`src/rtl/sys_bitlatch_array_if.sv`:
```
// Bus bundle for the addressable bit-latch array: the 68K-side write
// strobe, bit select and data bit, plus the latch contents and status
// returned to the system.
//
// Handshake: there is no ready/back-pressure. A write is offered by
// holding nWR low with ADDR/DIN stable; the latch takes it on the next
// rising CLK edge with CLK_EN high (level mode), or on the first such
// edge after nWR was last sampled high (edge mode).
interface sys_bitlatch_array_if #(
    parameter int ADDR_W = 3
);
    localparam int N = 1 << ADDR_W;

    logic [ADDR_W-1:0] ADDR;
    logic              DIN;
    logic              nWR;
    logic [N-1:0]      Q;
    logic              CHANGED;
    logic [ADDR_W-1:0] LAST_ADDR;

    // Address decoder / CPU side drives the write request.
    modport master (
        output ADDR,
        output DIN,
        output nWR,
        input  Q,
        input  CHANGED,
        input  LAST_ADDR
    );

    // Latch array side receives the request and returns its contents.
    modport slave (
        input  ADDR,
        input  DIN,
        input  nWR,
        output Q,
        output CHANGED,
        output LAST_ADDR
    );
endinterface

```
`src/rtl/sys_bitlatch_array.sv`:
```
// Addressable bit-latch array. Each write strobe sets or clears one bit
// of Q selected by ADDR, with the value taken from DIN. Reset loads a
// per-bit image, and a write present during reset is merged into that
// image (demux). In edge mode a held-low strobe commits only once.
// Every register advances only on CLK edges qualified by CLK_EN.
module sys_bitlatch_array #(
    parameter int                      ADDR_W    = 3,
    parameter logic [(1<<ADDR_W)-1:0]  RESET_VAL = '0,
    parameter bit                      EDGE_MODE = 1'b0
) (
    input  logic                  CLK,
    input  logic                  nRESET,
    input  logic                  CLK_EN,
    sys_bitlatch_array_if.slave   bus
);
    localparam int N = 1 << ADDR_W;

    // State registers. Initialisers give the documented power-up image
    // before the first enabled edge; wr_prev starts high so an edge-mode
    // strobe already low at power-up counts as a fresh assertion.
    logic [N-1:0]      q_q         = RESET_VAL;
    logic              changed_q   = 1'b0;
    logic [ADDR_W-1:0] last_addr_q = '0;
    logic              wr_prev_q   = 1'b1;

    logic [N-1:0]      q_d;
    logic              changed_d;
    logic [ADDR_W-1:0] last_addr_d;
    logic              wr_prev_d;

    // Write qualifier: level mode accepts every low-strobe cycle; edge
    // mode additionally needs the previously sampled strobe to be high.
    logic              wr_qual;

    // Qualify the incoming strobe against the stored strobe history.
    always_comb begin
        wr_qual = 1'b0;
        if (EDGE_MODE) begin
            wr_qual = ~bus.nWR & wr_prev_q;
        end else begin
            wr_qual = ~bus.nWR;
        end
    end

    // Next-state: reset/demux has priority over the normal latch merge.
    always_comb begin
        q_d         = q_q;
        changed_d   = 1'b0;
        last_addr_d = last_addr_q;
        // Strobe history is sampled on every enabled edge, reset or not,
        // so a strobe held low through reset release is not a new edge.
        wr_prev_d   = bus.nWR;

        if (!nRESET) begin
            q_d       = RESET_VAL;
            changed_d = 1'b0;
            if (!bus.nWR) begin
                // Demux is level-sensitive in both modes.
                q_d[bus.ADDR] = bus.DIN;
                last_addr_d   = bus.ADDR;
            end else begin
                last_addr_d   = '0;
            end
        end else if (wr_qual) begin
            q_d[bus.ADDR] = bus.DIN;
            last_addr_d   = bus.ADDR;
            changed_d     = (q_q[bus.ADDR] != bus.DIN);
        end
    end

    // State update, held completely while CLK_EN is low.
    always_ff @(posedge CLK) begin
        if (CLK_EN) begin
            q_q         <= q_d;
            changed_q   <= changed_d;
            last_addr_q <= last_addr_d;
            wr_prev_q   <= wr_prev_d;
        end
    end

    assign bus.Q         = q_q;
    assign bus.CHANGED   = changed_q;
    assign bus.LAST_ADDR = last_addr_q;

endmodule

```
`src/flat_wrapper.sv`:
```
// flat-port wrapper written by rule: the top's interface ports become plain ports
module sys_bitlatch_array_flat 
#(
    parameter int                      ADDR_W    = 3,
    parameter logic [(1<<ADDR_W)-1:0]  RESET_VAL = '0,
    parameter bit                      EDGE_MODE = 1'b0
)
  (CLK, nRESET, CLK_EN, bus_ADDR, bus_DIN, bus_nWR, bus_Q, bus_CHANGED, bus_LAST_ADDR);
  sys_bitlatch_array_if #(.ADDR_W(ADDR_W)) bus_i ();
  input  logic CLK;
  input  logic nRESET;
  input  logic CLK_EN;
  input wire logic [$bits(bus_i.ADDR)-1:0] bus_ADDR;
  input wire logic [$bits(bus_i.DIN)-1:0] bus_DIN;
  input wire logic [$bits(bus_i.nWR)-1:0] bus_nWR;
  output wire logic [$bits(bus_i.Q)-1:0] bus_Q;
  output wire logic [$bits(bus_i.CHANGED)-1:0] bus_CHANGED;
  output wire logic [$bits(bus_i.LAST_ADDR)-1:0] bus_LAST_ADDR;
  assign bus_i.ADDR = bus_ADDR;
  assign bus_i.DIN = bus_DIN;
  assign bus_i.nWR = bus_nWR;
  assign bus_Q = bus_i.Q;
  assign bus_CHANGED = bus_i.CHANGED;
  assign bus_LAST_ADDR = bus_i.LAST_ADDR;
  sys_bitlatch_array #(.ADDR_W(ADDR_W), .RESET_VAL(RESET_VAL), .EDGE_MODE(EDGE_MODE)) u_core (.CLK(CLK), .nRESET(nRESET), .CLK_EN(CLK_EN), .bus(bus_i));
endmodule
```
`config.mk`:
```
export PLATFORM = sky130hd
export DESIGN_NAME = sys_bitlatch_array_flat
export DESIGN_NICKNAME = d
export VERILOG_FILES = /design/src/rtl/sys_bitlatch_array_if.sv /design/src/rtl/sys_bitlatch_array.sv /design/src/flat_wrapper.sv
export SDC_FILE = /design/constraint.sdc
export NUM_CORES = 1
export LEC_CHECK = 0
export ABC_AREA = 1
export CORE_MARGIN = 2
export CORE_UTILIZATION = 45
export DETAILED_ROUTE_END_ITERATION = 12
export HOLD_SLACK_MARGIN = 0.06
export PLACE_DENSITY = 0.77
export SLEW_MARGIN = 20
export SYNTH_ARGS = -nofsm -noshare
export SYNTH_HDL_FRONTEND = slang
export SYNTH_SLANG_ARGS = --single-unit
```
`constraint.sdc`:
```
create_clock -name CLK -period 1.25 [get_ports CLK]
set_input_delay 0.1875 -clock CLK [delete_from_list [all_inputs] [get_ports CLK]]
set_output_delay 0.1875 -clock CLK [all_outputs]
set_load 0.02 [all_outputs]
```
==> results.md, run 1 <==
- Crit path max-delay family: flip-flops
- Largest net degree at the start of global routing: 10
- Worst vdd ir: 0.723 mV
- Hold Buf Count CTS: 0
- Crit Path Class: flip-flop to output port
- Congestion Overflow GR: 0
- Max stage delay on crit path: 0.40 ns
- Clock net sink count: 12
- # rows: 13
- Post-Syn Area: 676 um2
- Seq cells post-synth: 12
- RePlAce Congestion: 0.810
- Hold Crit Class: input pin to flip-flop
- Die area: 0.00183 mm2
- Final setup viols: 0
- Synth warn: 0
- DRT iter0 DRCs: 6
- Post-CTS Setup Bufs: 0
- Final worst slack: 0.0548 ns
- Slew margin rel.: 79.7%
- RSZ-0062 raised after global routing: yes
- Syn Area/Cell: 8.04 um2
- Post-Synthesis Cells: 84
- Outcome: complete, no violations
- Syn_nets: 92
- Via count: 625
- Crit path required time: 1.06 ns
- DP Cell Count: 128
- Slowest stage cell, crit path: edfxtp_1
- Worst setup SP type: flip-flop
- Clock share of power: 25.5%
- Crit path DAT: 1.01 ns
- First-pass GRT wire length: 2.46 mm
- Largest cells by area after synthesis: edfxtp_1 53%, nand2_1 14%, a21oi_1 8.1%
- Crit path cell chain: dlygate4sd2_1
- Pwr Total: 0.953 mW
- Worst path bufs/invs: 1
- Remaining routing DRC violations: 0
- Pint: 0.685 mW
- Capturing element type of the critical path: output port
- Drt pass-1 iters: 4
- Synth top area share: 53.3%
- Power Dens Cells: 968 mW/mm2
- Non-filler cells, final: 132
- Most common cell after layout, fill and taps aside: nand2_1
- Vias in the first global route: 619
- GRT Util Overall: 18.3%
- Drt wl/cell: 10.9 um
- Final Hold Violating Endpoints: 0
- Skew final: 0.00290 ns
- Largest area contributor in the netlist: edfxtp_1
- Total CTS buffers: 3
- Measured slew at the worst slew-check pin: 0.304 ns
- Root Buffer: clkbuf_4
- Place WS: -0.302 ns
- Port Buffers: 19
- TritonCTS clock tree: built
- Seq/Total Area, Yosys: 53.3%
- Core area: 0.00135 mm2
- Width of the die: 42.8 um
- Largest fanout on the critical path: 2
- Clock latency on the worst-skew pair: 0.27 ns
- Commonest non-fill, non-tap cells in the layout: 24 x nand2_1, 13 x dlygate4sd2_1, 12 x edfxtp_1
- LEAKAGE: 0.465 nW
- Distinct cells, synth: 12
- P&R area growth vs syn: 45.7%
- DP Wirelength: 1.14 mm
- Post-layout util: 72.9%
- Layout cells sized above 1: 23.9%
- Comb power frac: 23.7%
- Worst-path clk slew: 0.08 ns
- Final period utilization: 95.6%
- Boundary Pins: 20
- # H-tree levels: 1
- Vias/cell: 4.73
- Net Sw Frac: 28.1%
- Nets: 126
- Chip Height: 42.8 um
- Max-slew violation count: 0
- Clock Path Buffers: 2
- Max Freq: 0.837 GHz
- MaxCap Viol Count: 0
- P_sw: 0.268 mW
- Initial antenna violation count: 0
- Register share of total power: 50.8%
- Diode count: 0
- Initial Utilization: 50.0%
- Routed wire length: 1.43 mm
- Hold slack: 0.418 ns
- Remaining antenna violation count: 0
- Min Tclk post-route: 1.20 ns
-- state kept, by name, summed over array words and instances (netlist names) --
name                  cells
u_core.bus.CHANGED        1
u_core.bus.LAST_ADDR      3
u_core.bus.Q              8
-- power groups by stage --
| stage | registers, mW | logic [mW] | clock network, mW |
|---|---|---|---|
| detailed placement | 0.496 | 0.244 | 0 |
| global route | 0.488 | 0.248 | 0.268 |
| global placement | 0.495 | 0.241 | 0 |
| finish | 0.485 | 0.226 | 0.243 |
| floorplan | 0.532 | 0.0857 | 0 |
| CTS | 0.485 | 0.225 | 0.249 |
-- path summary, 6_finish.rpt --
path	cells past startpoint	slack, ns	endpoint	startpoint
hold reg to reg	8	0.89	u_core.bus.CHANGED	u_core.bus.Q[1]
hold / removal	4	0.42	u_core.bus.Q[7]	bus_ADDR[0]
setup / recovery	1	0.05	bus_Q[6]	u_core.bus.Q[6]
setup reg to reg	8	0.09	u_core.bus.CHANGED	u_core.bus.Q[6]
-- what timing repair did --
action | CTS | global route
endpoints found under the setup margin | 13 | 9
gates resized for setup | 14 | 4
pin swaps | 0 | 4
-- cell type report --
type / count / area (um2)
timing repair buffer: 31 / 273
inverter: 15 / 63.8
clock inverter: 1 / 3.75
sequential: 12 / 360
clock buffer: 3 / 22.5
tap: 15 / 18.8
fill: 124 / 365
multi-input combinational: 55 / 243
-- cell families after synthesis --
kind of cell	count (synthesis)	synth area share [%]
and+or+nand+nor	44	26.7
buffers and inverters	17	11.9
DFF	12	53.3
AOI/OAI and AO/OA	11	8.15
-- routing by layer --
metal  share of wire (%)  global-route usage (%)
met1                  45                    19.4
met2                  50                    33.3
met3                 4.2                    3.83
met4                 1.0                    9.38
met5                   0                       0
-- synthesized netlist by cell type (all sizes together) --
cell type / instances
nor2: 15
edfxtp: 12
clkinv: 1
nand3: 4
a21oi: 11
nand2: 25
buf: 2
inv: 14
-- per-stage QoR --
stage | cell area, um2 | TNS (ns)
final | 985 | 0
after global routing | 985 | -0.0149
after CTS | 972 | 0
after detailed placement | 958 | -4.03
after global placement | 958 | -3.98
after floorplan | 676 | 0
Note: power is estimated with default switching activity, not from simulation.
==> run 2, diff against run 1 <==
REMOVE_ABC_BUFFERS = 1   (was default)
==> results.md, run 2 (synthesis gave the netlist of run 1 again) <==
- Remaining routing DRC violations: 0 (unchanged)
- Clock Path Buffers: 2 (unchanged)
- Initial Utilization: 50.0% (unchanged)
- Clock net sink count: 12 (unchanged)
- Root Buffer: clkbuf_4
- R2R Path End: u_core.bus.CHANGED
- Vias/cell: 5.06 (+6.9%)
- Hold slack: 0.521 ns (+0.104 ns)
- Clock share of power: 25.8% (+0.3 points)
- Diode count: 0 (unchanged)
- Core area: 0.00135 mm2 (unchanged)
- Max Freq: 0.820 GHz (-2.0%)
- Layout cells sized above 1: 22.8% (-1.1 points)
- Initial antenna violation count: 0 (unchanged)
- R2R Setup Slk: 0.07 ns (-0.02 ns)
- Worst hold endpoint: u_core.bus.Q[5]
- Crit path max-delay family: flip-flops
- P_sw: 0.278 mW (+3.5%)
- Hold Buf Count CTS: 0 (unchanged)
- LEAKAGE: 0.439 nW (-5.7%)
- Remaining antenna violation count: 0 (unchanged)
- Number of flip-flops in the largest register: 8 (unchanged)
- TritonCTS clock tree: built
- Max stage delay on crit path: 0.41 ns (about the same)
- MaxCap Viol Count: 0 (unchanged)
- Worst vdd ir: 0.582 mV (-19%)
- RePlAce Congestion: 0.778 (-3.9%)
- DRT iter0 DRCs: 23 (+17)
- Net Sw Frac: 29.1% (+0.96 points)
- Total CTS buffers: 3 (unchanged)
- Max-slew violation count: 0 (unchanged)
- Crit path cell chain: dlygate4sd2_1
- Die area: 0.00183 mm2 (unchanged)
- Comb power frac: 23.4% (-0.3 points)
- Crit path DAT: 1.03 ns (+0.02 ns)
- Final setup viols: 0 (unchanged)
- # rows: 13 (unchanged)
- Nets: 124 (-1.6%)
- Largest fanout on the critical path: 2 (unchanged)
- GRT Util Overall: 18.4% (+0.15 points)
- Slowest stage cell, crit path: edfxtp_1
- Register share of total power: 50.9% (about the same)
- Final Hold Violating Endpoints: 0 (unchanged)
- Min Tclk post-route: 1.22 ns (+0.0247 ns)
- Width of the die: 42.8 um (unchanged)
- Measured slew at the worst slew-check pin: 0.315 ns (+0.0117 ns)
- Skew final: 0.00365 ns (+0.000741 ns)
- Post-route setup TNS: 0 ns (unchanged)
- Largest net degree at the start of global routing: 10 (unchanged)
- Crit path required time: 1.06 ns (about the same)
- Chip Height: 42.8 um (unchanged)
- Slew margin rel.: 78.9% (-0.78 points)
- Drt wl/cell: 11.8 um (+8.6%)
- Drt pass-1 iters: 4 (unchanged)
- Worst-path clk slew: 0.08 ns (about the same)
- Power Dens Cells: 996 mW/mm2 (+2.9%)
- DP Wirelength: 1.14 mm (-0.17%)
- P&R area growth vs syn: 41.9%
- Pint: 0.677 mW (-1.2%)
- # H-tree levels: 1 (unchanged)
- Port Buffers: 19 (unchanged)
- Congestion Overflow GR: 0 (unchanged)
- Boundary Pins: 20 (unchanged)
- Most common cell after layout, fill and taps aside: nand2_1
- Clock latency on the worst-skew pair: 0.28 ns (about the same)
- First-pass GRT wire length: 2.47 mm (+0.57%)
- RSZ-0062 raised after global routing: yes
- Reg2Reg Launch Point: u_core.bus.Q[4]
- Worst hold path depth: 4 (unchanged)
- Worst setup SP type: flip-flop
- Hold path start: bus_ADDR[0]
- Worst path bufs/invs: 1 (unchanged)
- Crit Path Class: flip-flop to output port
- Final period utilization: 97.6% (+2.0 points)
- Capturing element type of the critical path: output port
- Worst r2r path cells: 8 (unchanged)
- Via count: 653 (+4.5%)
- Hold Crit Class: input pin to flip-flop
- Outcome: complete, no violations
- Routed wire length: 1.52 mm (+6.1%)
- Vias in the first global route: 583 (-5.8%)
- Commonest non-fill, non-tap cells in the layout: 24 x nand2_1, 15 x dlygate4sd2_1, 12 x edfxtp_1, 11 x a21oi_1, 11 x nor2_1
run 2: cell count changes in the layout (fill, tap and decap cells not counted), sizes merged:
cell / delta
dlymetal6s2s: -2
dlygate4sd2: +2
buf: -2
clkinv: -1
run 2: worst max path at each step:
stage	end	cells after the start	start	slack [ns]
2_1_floorplan	u_core.bus.CHANGED	8	u_core.bus.Q[1]	0.03
3_3_place_gp	u_core.bus.CHANGED	9	bus_ADDR[0]	-0.29
3_5_place_dp	u_core.bus.CHANGED	9	bus_ADDR[0]	-0.31
4_1_cts	u_core.bus.Q[4]	4	nRESET	0.007
5_1_grt	u_core.bus.CHANGED	8	u_core.bus.Q[4]	-0.03
6_report	bus_Q[6]	1	u_core.bus.Q[6]	0.03
run 2: metal layers:
layer | vias to the layer above | part of all wire [%] | GRT usage (%)
met1 | 292 | 42 | 21.7
met3 | 8 | 7.7 | 2.98
met4 | 0 | 3.4 | 11.3
li1 | 326 | - | -
met5 | - | 0 | 0
met2 | 27 | 47 | 30.9
run 2: per-stage QoR:
stage / power [mW] / utilization, % / setup WS, ns / instances / cell area [um2]
after global routing: 0.984 / 71.0 / -0.0253 / 129 / 958
after detailed placement: 0.737 / 69.9 / -0.308 / 126 / 943
after CTS: 0.947 / 70.4 / 0.00734 / 129 / 951
final: 0.955 / 71.0 / 0.0300 / 129 / 958
after global placement: 0.731 / 69.9 / -0.290 / 126 / 943
after floorplan: 0.606 / - / 0.0345 / 82 / 659
run 2: timing repair:
action	4_1_cts	5_1_grt
buffers inserted	0	0
resized for setup	16	2
setup endpoints to repair	13	9
pin swaps	3	1
run 2: power by group through the flow:
| stage | registers [mW] | clock network [mW] | logic (mW) |
|---|---|---|---|
| detailed placement | 0.496 | 0 | 0.240 |
| global placement | 0.495 | 0 | 0.236 |
| finish | 0.485 | 0.246 | 0.223 |
| CTS | 0.486 | 0.240 | 0.220 |
| global route | 0.489 | 0.254 | 0.241 |
| floorplan | 0.532 | 0 | 0.0738 |
run 2: layout make-up:
cell class	instances	area [um2]
Multi-Input combinational cell	55	243
Fill cell	119	392
Inverter	15	63.8
Sequential cell	12	360
Clock buffer	3	22.5
Tap cell	15	18.8
Timing Repair Buffer	29	250
